--- config.mk ---
export PLATFORM = sky130hd
export DESIGN_NAME = execute_flat
export DESIGN_NICKNAME = d
export VERILOG_FILES = /design/src/rtl/execute_pkg.sv /design/src/rtl/execute_if.sv /design/src/rtl/execute_alu.sv /design/src/rtl/execute.sv /design/src/flat_wrapper.sv
export SDC_FILE = /design/constraint.sdc
export NUM_CORES = 2
export LEC_CHECK = 0
export ABC_AREA = 1
export BUFFER_PORTS_ARGS = -buffer_cell sky130_fd_sc_hd__buf_2
export CORE_MARGIN = 2
export CORE_UTILIZATION = 49
export CTS_CLUSTER_SIZE = 10
export DETAILED_ROUTE_END_ITERATION = 16
export GPL_TIMING_DRIVEN = 1
export HOLD_SLACK_MARGIN = 0.03
export PLACE_DENSITY = 0.68
export SYNTH_ARGS = -nofsm -noshare
export SYNTH_HDL_FRONTEND = slang
export SYNTH_HIERARCHICAL = 1
export SYNTH_SLANG_ARGS = --single-unit
--- constraint.sdc ---
create_clock -name clk -period 10.3 [get_ports clk]
set_clock_uncertainty 0.05 [all_clocks]
set_input_delay 1.03 -clock clk [delete_from_list [all_inputs] [get_ports clk]]
set_output_delay 1.03 -clock clk [all_outputs]
set_load 0.02 [all_outputs]
--- src/rtl/execute_pkg.sv ---
// Shared EXEC-stage types: opcodes, IR source codes, NOP, ALU function codes.
// Also holds the opcode decoder used by the EXEC stage.
package execute_pkg;

  localparam logic [1:0] IR_SRC_DATA = 2'd0;
  localparam logic [1:0] IR_SRC_NOP  = 2'd1;

  // ADD R31,R31,R31
  localparam logic [31:0] NOP = 32'h83FF_F800;

  localparam logic [5:0] OP_LD  = 6'h18;
  localparam logic [5:0] OP_ST  = 6'h19;
  localparam logic [5:0] OP_JMP = 6'h1B;
  localparam logic [5:0] OP_BEQ = 6'h1C;
  localparam logic [5:0] OP_BNE = 6'h1D;
  localparam logic [5:0] OP_LDR = 6'h1F;

  // ALU function codes equal the low nibble of the 0x2x/0x3x opcodes
  typedef enum logic [3:0] {
    FN_ADD   = 4'h0,
    FN_SUB   = 4'h1,
    FN_MUL   = 4'h2,
    FN_DIV   = 4'h3,
    FN_CMPEQ = 4'h4,
    FN_CMPLT = 4'h5,
    FN_CMPLE = 4'h6,
    FN_RSV7  = 4'h7,
    FN_AND   = 4'h8,
    FN_OR    = 4'h9,
    FN_XOR   = 4'hA,
    FN_XNOR  = 4'hB,
    FN_SHL   = 4'hC,
    FN_SHR   = 4'hD,
    FN_SRA   = 4'hE,
    FN_RSVF  = 4'hF
  } alu_fn_e;

  typedef enum logic [1:0] {
    SEL_ZERO,
    SEL_ALU,
    SEL_PC,
    SEL_LDR
  } y_sel_e;

  typedef struct packed {
    alu_fn_e fn;
    y_sel_e  sel;
  } ex_ctl_t;

  typedef struct packed {
    logic [31:0] pc;
    logic [31:0] ir;
    logic [31:0] a;
    logic [31:0] b;
    logic [31:0] st;
  } ex_regs_t;

  function automatic ex_ctl_t decode(input logic [5:0] op);
    ex_ctl_t c;
    c.fn  = FN_ADD;
    c.sel = SEL_ZERO;
    if (op[5]) begin
      c.fn  = alu_fn_e'(op[3:0]);
      c.sel = SEL_ALU;
    end else begin
      case (op)
        OP_LD, OP_ST:           c.sel = SEL_ALU;
        OP_JMP, OP_BEQ, OP_BNE: c.sel = SEL_PC;
        OP_LDR:                 c.sel = SEL_LDR;
        default:                c.sel = SEL_ZERO;
      endcase
    end
    return c;
  endfunction

endpackage

--- src/rtl/execute_if.sv ---
// RF->EXEC inputs and EXEC->MEM outputs of the EXEC stage.
// The stage takes the slave side; the RF/MEM side (or a bench) is master.
interface execute_if;
  import execute_pkg::*;

  logic [1:0]  ir_src_exec;
  logic [31:0] pc_exec_next;
  logic [31:0] ir_exec_next;
  logic [31:0] a_exec_next;
  logic [31:0] b_exec_next;
  logic [31:0] st_exec_next;

  logic [31:0] pc_mem_next;
  logic [31:0] ir_mem_next;
  logic [31:0] y_mem_next;
  logic [31:0] st_mem_next;

  modport master (
    output ir_src_exec,
    output pc_exec_next,
    output ir_exec_next,
    output a_exec_next,
    output b_exec_next,
    output st_exec_next,
    input  pc_mem_next,
    input  ir_mem_next,
    input  y_mem_next,
    input  st_mem_next
  );

  modport slave (
    input  ir_src_exec,
    input  pc_exec_next,
    input  ir_exec_next,
    input  a_exec_next,
    input  b_exec_next,
    input  st_exec_next,
    output pc_mem_next,
    output ir_mem_next,
    output y_mem_next,
    output st_mem_next
  );

endinterface

--- src/rtl/execute_alu.sv ---
// Combinational 32-bit Beta ALU; DIV and reserved codes yield zero.
module execute_alu
  import execute_pkg::*;
(
  input  logic [31:0] a_i,
  input  logic [31:0] b_i,
  input  alu_fn_e     fn_i,
  output logic [31:0] y_o
);

  logic [4:0] sh;
  logic       lt;
  logic       eq;

  assign sh = b_i[4:0];
  assign lt = $signed(a_i) < $signed(b_i);
  assign eq = a_i == b_i;

  always_comb begin
    y_o = '0;
    unique case (fn_i)
      FN_ADD:   y_o = a_i + b_i;
      FN_SUB:   y_o = a_i - b_i;
      FN_MUL:   y_o = a_i * b_i;
      FN_CMPEQ: y_o = {31'd0, eq};
      FN_CMPLT: y_o = {31'd0, lt};
      FN_CMPLE: y_o = {31'd0, lt | eq};
      FN_AND:   y_o = a_i & b_i;
      FN_OR:    y_o = a_i | b_i;
      FN_XOR:   y_o = a_i ^ b_i;
      FN_XNOR:  y_o = ~(a_i ^ b_i);
      FN_SHL:   y_o = a_i << sh;
      FN_SHR:   y_o = a_i >> sh;
      FN_SRA:   y_o = $unsigned($signed(a_i) >>> sh);
      default:  y_o = '0;
    endcase
  end

endmodule

--- src/rtl/execute.sv ---
// EXEC stage of the 5-stage Beta pipeline: pipeline registers,
// ALU, and pc/link/LDR result selection toward MEM.
module execute
  import execute_pkg::*;
(
  input  logic    clk,
  input  logic    rst,
  execute_if.slave bus
);

  ex_regs_t    ex_d;
  ex_regs_t    ex_q;
  ex_ctl_t     ctl;
  logic [31:0] alu_y;
  logic [31:0] ldr_off;
  logic [31:0] y;

  always_comb begin
    ex_d    = ex_q;
    ex_d.pc = bus.pc_exec_next;
    ex_d.a  = bus.a_exec_next;
    ex_d.b  = bus.b_exec_next;
    ex_d.st = bus.st_exec_next;
    // Reserved source codes squash to NOP as well
    ex_d.ir = (bus.ir_src_exec == IR_SRC_DATA) ? bus.ir_exec_next : NOP;
  end

  always_ff @(posedge clk or posedge rst) begin
    if (rst) begin
      ex_q <= '{pc: '0, ir: NOP, a: '0, b: '0, st: '0};
    end else begin
      ex_q <= ex_d;
    end
  end

  assign ctl     = decode(ex_q.ir[31:26]);
  assign ldr_off = {{14{ex_q.ir[15]}}, ex_q.ir[15:0], 2'b00};

  execute_alu u_alu (
    .a_i  (ex_q.a),
    .b_i  (ex_q.b),
    .fn_i (ctl.fn),
    .y_o  (alu_y)
  );

  always_comb begin
    y = '0;
    unique case (ctl.sel)
      SEL_ALU:  y = alu_y;
      SEL_PC:   y = ex_q.pc;
      SEL_LDR:  y = ex_q.pc + ldr_off;
      default:  y = '0;
    endcase
  end

  assign bus.pc_mem_next = ex_q.pc;
  assign bus.ir_mem_next = ex_q.ir;
  assign bus.y_mem_next  = y;
  assign bus.st_mem_next = ex_q.st;

endmodule

--- src/flat_wrapper.sv ---
// flat-port wrapper written by rule: the top's interface ports become plain ports
module execute_flat import execute_pkg::*;
  (clk, rst, bus_ir_src_exec, bus_pc_exec_next, bus_ir_exec_next, bus_a_exec_next, bus_b_exec_next, bus_st_exec_next, bus_pc_mem_next, bus_ir_mem_next, bus_y_mem_next, bus_st_mem_next);
  execute_if bus_i ();
  input  logic clk;
  input  logic rst;
  input wire logic [$bits(bus_i.ir_src_exec)-1:0] bus_ir_src_exec;
  input wire logic [$bits(bus_i.pc_exec_next)-1:0] bus_pc_exec_next;
  input wire logic [$bits(bus_i.ir_exec_next)-1:0] bus_ir_exec_next;
  input wire logic [$bits(bus_i.a_exec_next)-1:0] bus_a_exec_next;
  input wire logic [$bits(bus_i.b_exec_next)-1:0] bus_b_exec_next;
  input wire logic [$bits(bus_i.st_exec_next)-1:0] bus_st_exec_next;
  output wire logic [$bits(bus_i.pc_mem_next)-1:0] bus_pc_mem_next;
  output wire logic [$bits(bus_i.ir_mem_next)-1:0] bus_ir_mem_next;
  output wire logic [$bits(bus_i.y_mem_next)-1:0] bus_y_mem_next;
  output wire logic [$bits(bus_i.st_mem_next)-1:0] bus_st_mem_next;
  assign bus_i.ir_src_exec = bus_ir_src_exec;
  assign bus_i.pc_exec_next = bus_pc_exec_next;
  assign bus_i.ir_exec_next = bus_ir_exec_next;
  assign bus_i.a_exec_next = bus_a_exec_next;
  assign bus_i.b_exec_next = bus_b_exec_next;
  assign bus_i.st_exec_next = bus_st_exec_next;
  assign bus_pc_mem_next = bus_i.pc_mem_next;
  assign bus_ir_mem_next = bus_i.ir_mem_next;
  assign bus_y_mem_next = bus_i.y_mem_next;
  assign bus_st_mem_next = bus_i.st_mem_next;
  execute u_core (.clk(clk), .rst(rst), .bus(bus_i));
endmodule
==> results.py <==
metrics = {
    "cts": {
        "cts_sinks": 160,
        "cts-hold-fix-buffers": 0,
        "cts_made_buffers": 17,
        "h-tree-depth": 4,
        "clock_path_buffers": 2,
        "clk_pin_slew_ns": 0.12,
        "cts_tree": "done",
        "root_buffer": "clkbuf_16",
    },
    "setup_path": {
        "endpoint": "bus_y_mem_next[26]",
        "cpPeakStageDelay_ns": 0.66,
        "worstPathArrival_ns": 8.80,
        "crit_path_start_kind": "register",
        "required_ns": 9.22,
        "critPathKind": "reg2out",
        "crit_fanout": 14,
        "cp_common_cell": "fa_1",
        "cp_slowest_cell": "dfrtp_1",
        "cp-startpoint": "u_core/ex_q[74]",
        "end_kind": "output pin",
    },
    "placement": {
        "placement.setup.worst_slack_ns": 0.8856,
        "port_buffers": 291,
        "gp_congestion": 1.093,
        "post-dp-hpwl_um": 110600,
    },
    "sta": {
        "max_slew_margin": 0.2179,
        "fmax_ghz": 0.1012,
        "timing.final.crit_share": 0.9592,
        "setup_viol": 0,
        "finalCriticalPeriod_ns": 9.880,
        "tns_ns": 0,
        "setup_slack_ns": 0.4204,
        "rsz0062_at_grt": "false",
        "worst_pin_slew_ns": 1.164,
        "hold_violations": 0,
        "finalHoldWorstSlack_ns": 0.5557,
        "drv_slew": 0,
    },
    "synth": {
        "syn_area_um2": 33800,
        "synth_cell_types": 58,
        "syn_area_per_cell_um2": 6.748,
        "yosysWarningCount": 6,
        "yosysTopAreaCell": "fa_1",
        "ys_top_cells_by_area": "fa_1 24%, nand2_1 16%, inv_1 12%",
        "netlist_top_cells_count": "1,437 x nand2_1, 1,113 x inv_1, 411 x fa_1",
        "synth_seq_cells": 160,
        "ys.flop_type": "dfrtp_1",
        "async_reset_ff_frac": 1.000,
        "syn_nets": 5832,
        "syn_inst": 5008,
        "synth_edf_count": 0,
        "synth.most_common_cell": "nand2_1",
        "synth-seq-area-share": 0.1191,
        "synth_top_area_share": 0.2435,
    },
    "route": {
        "wl_per_cell_um": 22.53,
        "wl_um": 134400,
        "dr_total_vias": 33320,
        "first_iter_violations": 4100,
        "drtAntennaViolNets": 0,
        "firstDrtPassIters": 7,
        "route.detailed.drc": 0,
        "routed_via_density": 5.586,
    },
    "floorplanning": {
        "fp.dieH_um": 266.6,
        "rows": 96,
        "die-area_um2": 71090,
        "die_x_um": 266.6,
        "core_area_um2": 68470,
        "initial_core_util": 0.4936,
        "pin_count": 292,
    },
    "layout": {
        "fill_cells": 6914,
        "final_net_count": 5890,
        "multi_input_area_um2": 23770,
        "seq_area_um2": 4039,
        "drive_gt1_frac": 0.09923,
        "syn2layout_area_growth_pct": 5.638,
    },
    "global_route": {
        "grt_max_degree": 93,
        "grt_usage": 0.3815,
        "grt_antenna_before_repair": 8,
        "gr-total-overflow": 0,
        "grt_pass1_wl_um": 201400,
        "grt_pass1_vias": 32110,
    },
    "outcome": {
        "outcome": "finished clean",
    },
    "min_path": {
        "hp-class": "in2reg",
    },
    "run": {
        "maxCapViolCount": 0,
    },
}
repair_timing:
item | in CTS | in global routing
resized for setup | 0 | 6
setup endpoints to repair | 0 | 3
buffers inserted | 0 | 0
worst min-delay path by stage:
stage                                       endpoint                 start  cells after the start
final                     u_core/bus.pc_mem_next[18]  bus_pc_exec_next[18]                      1
after global routing      u_core/bus.pc_mem_next[18]  bus_pc_exec_next[18]                      1
after CTS                            u_core/ex_q[40]    bus_b_exec_next[8]                      1
after detailed placement             u_core/ex_q[36]    bus_b_exec_next[4]                      1
after global placement    u_core/bus.st_mem_next[12]  bus_st_exec_next[12]                      1
after floorplan            u_core/bus.pc_mem_next[0]   bus_pc_exec_next[0]                      0
sequential cells by signal, summed over array words and instances, names as in the netlist:
| name | cells |
|---|---|
| u_core/bus.pc_mem_next | 32 |
| u_core/bus.st_mem_next | 32 |
| u_core/bus.ir_mem_next | 32 |
| u_core/ex_q | 64 |
through the flow:
step / instances / utilization / instance area, µm²
detailed placement: 5929 / 0.5126 / 35090
global placement: 5929 / 0.5126 / 35090
CTS: 5961 / 0.5212 / 35690
floorplan: 5008 / - / 33800
finish: 5964 / 0.5215 / 35700
global route: 5963 / 0.5214 / 35700
cell usage in the layout (no fill, tap or decap), types with 15 or more instances in the layout:
master and instances:
nand4_1 32, a21oi_1 197, dfstp_2 16, o21ai_0 192
nand2_1 1436, fa_1 411, o22ai_1 23, ha_1 249
dfrtp_1 134, nor3_1 34, clkbuf_16 17, nand3b_1 16
o21ai_1 51, or2_2 40, inv_2 18, buf_2 291
buf_4 63, o221ai_1 15, nand3_1 244, nor2_1 251
o211ai_1 28, inv_1 1111
area by class of cell:
type | count | share of cell area
repair buffers | 354 | 0.05404
well taps | 882 | 0.03091
diodes | 3 | 0.0002103
flip-flops and latches | 160 | 0.1131
multi-input cells | 3400 | 0.6657
clock inverters | 15 | 0.004731
inverters | 1133 | 0.1193
clock buffers | 17 | 0.01192
metal layers:
layer,share of wire,track usage,up-vias
met3,0.12,0.09696,337
met1,0.41,0.5279,15820
met4,0.050,0.1722,10
li1,-,-,15180
met5,0.00047,0,-
met2,0.42,0.5602,1974
cells by family (layout without fill, tap and decap cells):
group,Yosys count,after routing,synth area share
AND/OR/NAND/NOR,2085,2085,0.2514
buffers and inverters,1448,1519,0.1777
adder cells (fa/ha/maj),660,660,0.3356
AO/OA/AOI/OAI,625,625,0.1080
flip-flops,160,160,0.1191
XOR/XNOR,19,19,0.004924
multiplexers,11,11,0.003258
other,0,3,0
critical path, delay by kind of cell, from the launching register on:
kind | cells | cell delay [ns]
adders and majority gates | 10 | 4.36
and+or+nand+nor | 11 | 1.97
buffers and inverters | 7 | 0.93
DFF | 1 | 0.66
AOI/OAI and AO/OA | 1 | 0.19
xor gates and xnor gates | 1 | 0.16
Power is not shown: default switching activity piles up to over one toggle a cycle in this logic, so the estimate is an artifact.
